===== config.mk =====
export PLATFORM = sky130hd
export DESIGN_NAME = uart_tx_arbiter
export DESIGN_NICKNAME = d
export VERILOG_FILES = /design/src/rtl/uart_tx_arbiter.sv
export SDC_FILE = /design/constraint.sdc
export NUM_CORES = 1
export LEC_CHECK = 0
export CORE_MARGIN = 8
export CORE_UTILIZATION = 35
export DETAILED_ROUTE_END_ITERATION = 16
export GPL_TIMING_DRIVEN = 0
export PLACE_DENSITY = 0.69
export SYNTH_ARGS = -nofsm -noshare
export SYNTH_HDL_FRONTEND = slang
export SYNTH_SLANG_ARGS = --single-unit

===== constraint.sdc =====
create_clock -name clk -period 1.8 [get_ports clk]
set_clock_uncertainty 0.1 [all_clocks]
set_input_delay 0.18 -clock clk [delete_from_list [all_inputs] [get_ports clk]]
set_output_delay 0.18 -clock clk [all_outputs]
set_load 0.02 [all_outputs]

===== src/rtl/uart_tx_arbiter.sv =====
// rtl/uart_tx_arbiter.sv - packet-atomic round-robin arbiter in front of a shared UART transmitter
module uart_tx_arbiter #(
  parameter int                    NUM_REQ      = 4,
  parameter int                    DATA_WIDTH   = 8,
  parameter logic [DATA_WIDTH-1:0] EOP_CHAR     = 8'h0A,
  parameter int                    MAX_PKT_LEN  = 64,
  parameter int                    IDLE_TIMEOUT = 1024
) (
  input  logic                          clk,
  input  logic                          rst_n,
  input  logic [NUM_REQ*DATA_WIDTH-1:0] req_data,
  input  logic [NUM_REQ-1:0]            req_valid,
  output logic [NUM_REQ-1:0]            req_ready,
  output logic [DATA_WIDTH-1:0]         tx_data,
  output logic                          tx_valid,
  input  logic                          tx_ready,
  output logic [NUM_REQ-1:0]            grant,
  output logic                          busy
);

  localparam int PW  = $clog2(NUM_REQ);
  localparam int BCW = $clog2(MAX_PKT_LEN + 1);
  localparam int ICW = $clog2(IDLE_TIMEOUT + 1);

  typedef enum logic {IDLE, LOCKED} state_t;

  state_t                  state_q, state_d;
  logic [NUM_REQ-1:0]      grant_q, grant_d;
  logic [PW-1:0]           last_q, last_d;
  logic [BCW-1:0]          byte_cnt_q, byte_cnt_d;
  logic [ICW-1:0]          idle_cnt_q, idle_cnt_d;
  logic [DATA_WIDTH-1:0]   tx_data_q, tx_data_d;
  logic                    tx_valid_q, tx_valid_d;

  logic                    reg_free;
  logic                    gnt_valid;
  logic [DATA_WIDTH-1:0]   gnt_data;
  logic                    accept;
  logic                    win_found;
  logic [PW-1:0]           win_idx;

  assign reg_free  = !tx_valid_q || tx_ready;
  assign gnt_valid = |(req_valid & grant_q);
  assign accept    = (state_q == LOCKED) && gnt_valid && reg_free;
  assign req_ready = ((state_q == LOCKED) && reg_free) ? grant_q : '0;

  assign tx_data  = tx_data_q;
  assign tx_valid = tx_valid_q;
  assign grant    = grant_q;
  assign busy     = (state_q == LOCKED);

  // Select the byte of the current owner; grant is one-hot so an OR-mux suffices.
  always_comb begin
    gnt_data = '0;
    for (int i = 0; i < NUM_REQ; i++) begin
      if (grant_q[i]) gnt_data = gnt_data | req_data[i*DATA_WIDTH +: DATA_WIDTH];
    end
  end

  // Round-robin search: first valid requester after the last winner, wrapping around.
  always_comb begin
    logic [PW-1:0] idx;
    win_found = 1'b0;
    win_idx   = last_q;
    idx       = '0;
    for (int k = 1; k <= NUM_REQ; k++) begin
      idx = PW'((int'(last_q) + k) % NUM_REQ);
      if (!win_found && req_valid[idx]) begin
        win_found = 1'b1;
        win_idx   = idx;
      end
    end
  end

  // Next-state logic: arbitration in IDLE, byte forwarding and release conditions in LOCKED.
  always_comb begin
    state_d    = state_q;
    grant_d    = grant_q;
    last_d     = last_q;
    byte_cnt_d = byte_cnt_q;
    idle_cnt_d = idle_cnt_q;
    tx_data_d  = tx_data_q;
    tx_valid_d = tx_valid_q && !tx_ready;
    case (state_q)
      IDLE: begin
        if (win_found) begin
          state_d    = LOCKED;
          grant_d    = NUM_REQ'(1) << win_idx;
          last_d     = win_idx;
          byte_cnt_d = '0;
          idle_cnt_d = '0;
        end
      end
      LOCKED: begin
        if (accept) begin
          tx_valid_d = 1'b1;
          tx_data_d  = gnt_data;
          byte_cnt_d = byte_cnt_q + BCW'(1);
          idle_cnt_d = '0;
          if ((gnt_data == EOP_CHAR) || (byte_cnt_q + BCW'(1) == BCW'(MAX_PKT_LEN))) begin
            state_d = IDLE;
            grant_d = '0;
          end
        end else if (!gnt_valid) begin
          if (idle_cnt_q == ICW'(IDLE_TIMEOUT - 1)) begin
            state_d = IDLE;
            grant_d = '0;
          end else begin
            idle_cnt_d = idle_cnt_q + ICW'(1);
          end
        end
      end
      default: state_d = IDLE;
    endcase
  end

  // State, pointer, counters and output register; reset drops any held byte.
  always_ff @(posedge clk or negedge rst_n) begin
    if (!rst_n) begin
      state_q    <= IDLE;
      grant_q    <= '0;
      last_q     <= PW'(NUM_REQ - 1);
      byte_cnt_q <= '0;
      idle_cnt_q <= '0;
      tx_data_q  <= '0;
      tx_valid_q <= 1'b0;
    end else begin
      state_q    <= state_d;
      grant_q    <= grant_d;
      last_q     <= last_d;
      byte_cnt_q <= byte_cnt_d;
      idle_cnt_q <= idle_cnt_d;
      tx_data_q  <= tx_data_d;
      tx_valid_q <= tx_valid_d;
    end
  end

endmodule


==> results by group <==
STA
  • Worst relative slew slack: 46.8%
  • Setup WS post-layout: -154 ps
  • Slew @ Worst Pin: 799 ps
  • Fin. Hold Viols: 0
  • Achievable Freq: 0.512 GHz
  • Period utilization: 109%
  • Unrepaired setup endpoints after global routing: true
  • # setup viols final: 11
  • Final slew viol count: 0
  • Crit path time final: 1950 ps

Power and ir drop
  • Sw frac: 41.8%
  • VDD IR-drop max: 0.000730 V
  • Comb pwr share: 57.4%
  • P_int: 2470 µW
  • Leak Pwr: 0.00130 µW
  • Net switching power: 1770 µW
  • Clock share of power: 13.9%
  • Power per cell area: 1330 nW/µm²
  • Sequential share of power: 28.7%

Floorplan
  • Initial core utilization: 35.3%
  • Io pins: 57
  • Die H: 92.4 µm
  • Die Span X: 92.4 µm
  • Core ar.: 5780 µm²
  • Number of placement rows: 28
  • Die ar.: 8540 µm²

Setup path
  • Critical Path End Type: flop
  • Worst setup startpoint: idle_cnt_q[1]
  • Worst-path cell chain: ha_2, nand4_1, nor4_4, and3_4, buf_6, o31a_1, o21a_1
  • Setup crit end: idle_cnt_q[6]
  • Critical path required time: 1930 ps
  • Worst R2R Path Depth: 7
  • CP Max Fanout: 5
  • Worst setup path class: reg -> reg
  • Highest cell delay on the worst timing path: 380 ps
  • Reg2Reg Launch Point: idle_cnt_q[1]
  • Reg2Reg Setup Slack: -150 ps
  • Worst Path Arrival: 2080 ps
  • Critical path launch point type: flop
  • FF-to-FF End: idle_cnt_q[6]
  • Crit-path slowest cell: dfrtp_1

GRT
  • First-pass GRT wire length: 10400 µm
  • Largest net degree at the start of global routing: 35
  • Vias in the first global route: 2172
  • Gr ovfl total: 0
  • GR Util All Layers: 14.6%
  • Initial antenna violation count: 0

Cells and area
  • Layout Nets: 348
  • Area Growth Syn to Fin: 55.7%
  • Layout cell share with drive strength beyond 1: 26.9%
  • # diodes: 0
  • Finished Core Util: 55.0%
  • Fillcell total: 514
  • Final instance area: 3180 µm²
  • Final cell count without fillers: 383

Synth
  • Distinct cells, synth: 54
  • FF+latch count, synth: 34
  • YS warnings: 0
  • Synthesized area: 2040 µm²
  • Post-Syn Nets: 264
  • Async SR Flop Fraction: 100%
  • Mean Syn Cell Area: 9.16 µm²
  • Post-synthesis cell count: 223
  • Ys flop type: dfrtp_1
  • Post-synth EDFFs: 0
  • Post-synthesis sequential area ratio: 41.8%

Routing
  • DR DRC count: 0
  • WL per Instance: 16.6 µm
  • Initial drt markers: 135
  • DR vias/cell: 5.55
  • Post-Route WL: 6360 µm
  • Via count: 2124
  • DR pass1 iterations: 4
  • DRT antenna net count: 0

Place
  • DP HPWL: 4400 µm
  • Cell Area, Placed: 2700 µm²
  • Gpl congestion: 0.789
  • DP Cell Count: 354
  • Worst slack at placement: -544 ps
  • PortBufs: 56

Clock network
  • H-tree depth: 2
  • CTS Root Cell: clkbuf_8
  • CTS tree: yes
  • Num CTS Buffers: 5
  • Clk_lat worst skew: 280 ps
  • Clock transition at path regs: 80 ps
  • Max Buffers Root-to-Sink: 2
  • Clk sinks: 34

Status
  • Failing checks: setup timing
  • Outcome: finished with violations

Flow run
  • Max Cap Viol: 0

Hold path
  • HP Class: reg -> reg
[cell families (layout without fill, tap and decap cells)]
kind of cell,Yosys count,count (layout),share of synthesized area [%]
simple gates,87,88,22.7
flops,34,34,41.8
buf+inv,18,102,3.86
fa+ha+maj,2,2,1.22
xor+xnor,1,1,0.429
compound gates,74,74,26.5
mux,7,7,3.49
[power by group through the flow]
stage / clock network, µW / registers [µW] / logic (µW)
5_1_grt: 625 / 1250 / 2670
4_1_cts: 601 / 1200 / 2190
3_5_place_dp: 0 / 1210 / 1940
6_report: 589 / 1220 / 2430
2_1_floorplan: 0 / 1320 / 1090
3_3_place_gp: 0 / 1200 / 1920
[layer usage]
layer  wire (µm)  vias to the layer above  global-route usage, %  part of all wire (%)
met3         416                       11                   4.69                   6.5
li1            -                     1028                      -                     -
met4          93                        0                   3.62                   1.5
met2        3180                       74                   25.1                    50
met5           0                        -                      0                     0
met1        2670                     1011                   17.3                    42
[synthesized netlist by cell type (6+ instances only)]
master     n  area, µm²
a22o_1     6       52.6
and3_1     6       37.5
a221oi_1   6       52.6
dfrtp_1   32        801
o31ai_1    9       67.6
nor2_1     9       33.8
nand2_1   27        101
inv_1      6       22.5
o21ai_0   16       80.1
a22oi_1    8       60.1
mux2i_1    6       60.1
nand3_1   12       60.1
[critical path: cells and delay by family (launching register included)]
family / cells / cell delay (ps)
buffers and inverters: 1 / 140
AND/OR/NAND/NOR: 3 / 780
adder cells (fa/ha/maj): 1 / 200
AO/OA/AOI/OAI: 2 / 300
flip-flops: 1 / 380
[placed cells by master (no fill, tap or decap), types with 7 or more instances in the layout]
cell / netlist / layout
clkdlybuf4s50_1: 0 / 47
dfrtp_1: 32 / 27
nand2_1: 27 / 26
buf_4: 1 / 18
nand3_1: 12 / 12
o21ai_1: 4 / 10
o21ai_0: 16 / 8
clkbuf_8: 0 / 7
nor2_1: 9 / 7
o31ai_1: 9 / 7
[per-stage QoR]
stage	power [µW]	hold slack, ps	setup TNS (ps)
2_1_floorplan	2410	-216	0
3_3_place_gp	3120	360	-21460
3_5_place_dp	3150	211	-10840
4_1_cts	4000	390	-224
5_1_grt	4550	415	-1820
6_report	4240	384	-707
[state kept, by name (all words and copies together) (netlist names)]
| name | cells |
|---|---|
| last_q | 2 |
| idle_cnt_q | 11 |
| busy | 1 |
| tx_valid | 1 |
| grant | 4 |
| tx_data | 8 |
| byte_cnt_q | 7 |
[repair_timing]
action                     in CTS  in global routing
pin swaps                       7                 17
setup endpoints to repair      25                 32
gates cloned                    2                  0
hold buffers                    1                  0
hold endpoints to repair       32                  0
setup buffers                  11                  9
resized for setup              31                 46
[how the worst min path moves through the flow]
stage / end / cells after the start / startpoint / slack, ps
2_1_floorplan: busy / 0 / rst_n / -220
6_report: tx_data[0] / 2 / tx_data[0] / 380
4_1_cts: tx_data[7] / 2 / tx_data[7] / 390
5_1_grt: tx_data[0] / 2 / tx_data[0] / 420
3_5_place_dp: idle_cnt_q[0] / 1 / rst_n / 210
3_3_place_gp: tx_data[6] / 2 / tx_data[6] / 360
[area by class of cell]
| type | count | area, µm² | share of cell area, % |
|---|---|---|---|
| inverter | 6 | 22.5 | 0.708 |
| tap | 75 | 93.8 | 2.95 |
| multi-input combinational | 172 | 1290 | 40.4 |
| timing repair buffer | 76 | 711 | 22.3 |
| buffer | 12 | 118 | 3.70 |
| clock inverter | 1 | 5.00 | 0.157 |
| sequential | 34 | 860 | 27.0 |
| clock buffer | 7 | 86.3 | 2.71 |
(Power assumes the default switching activity.)
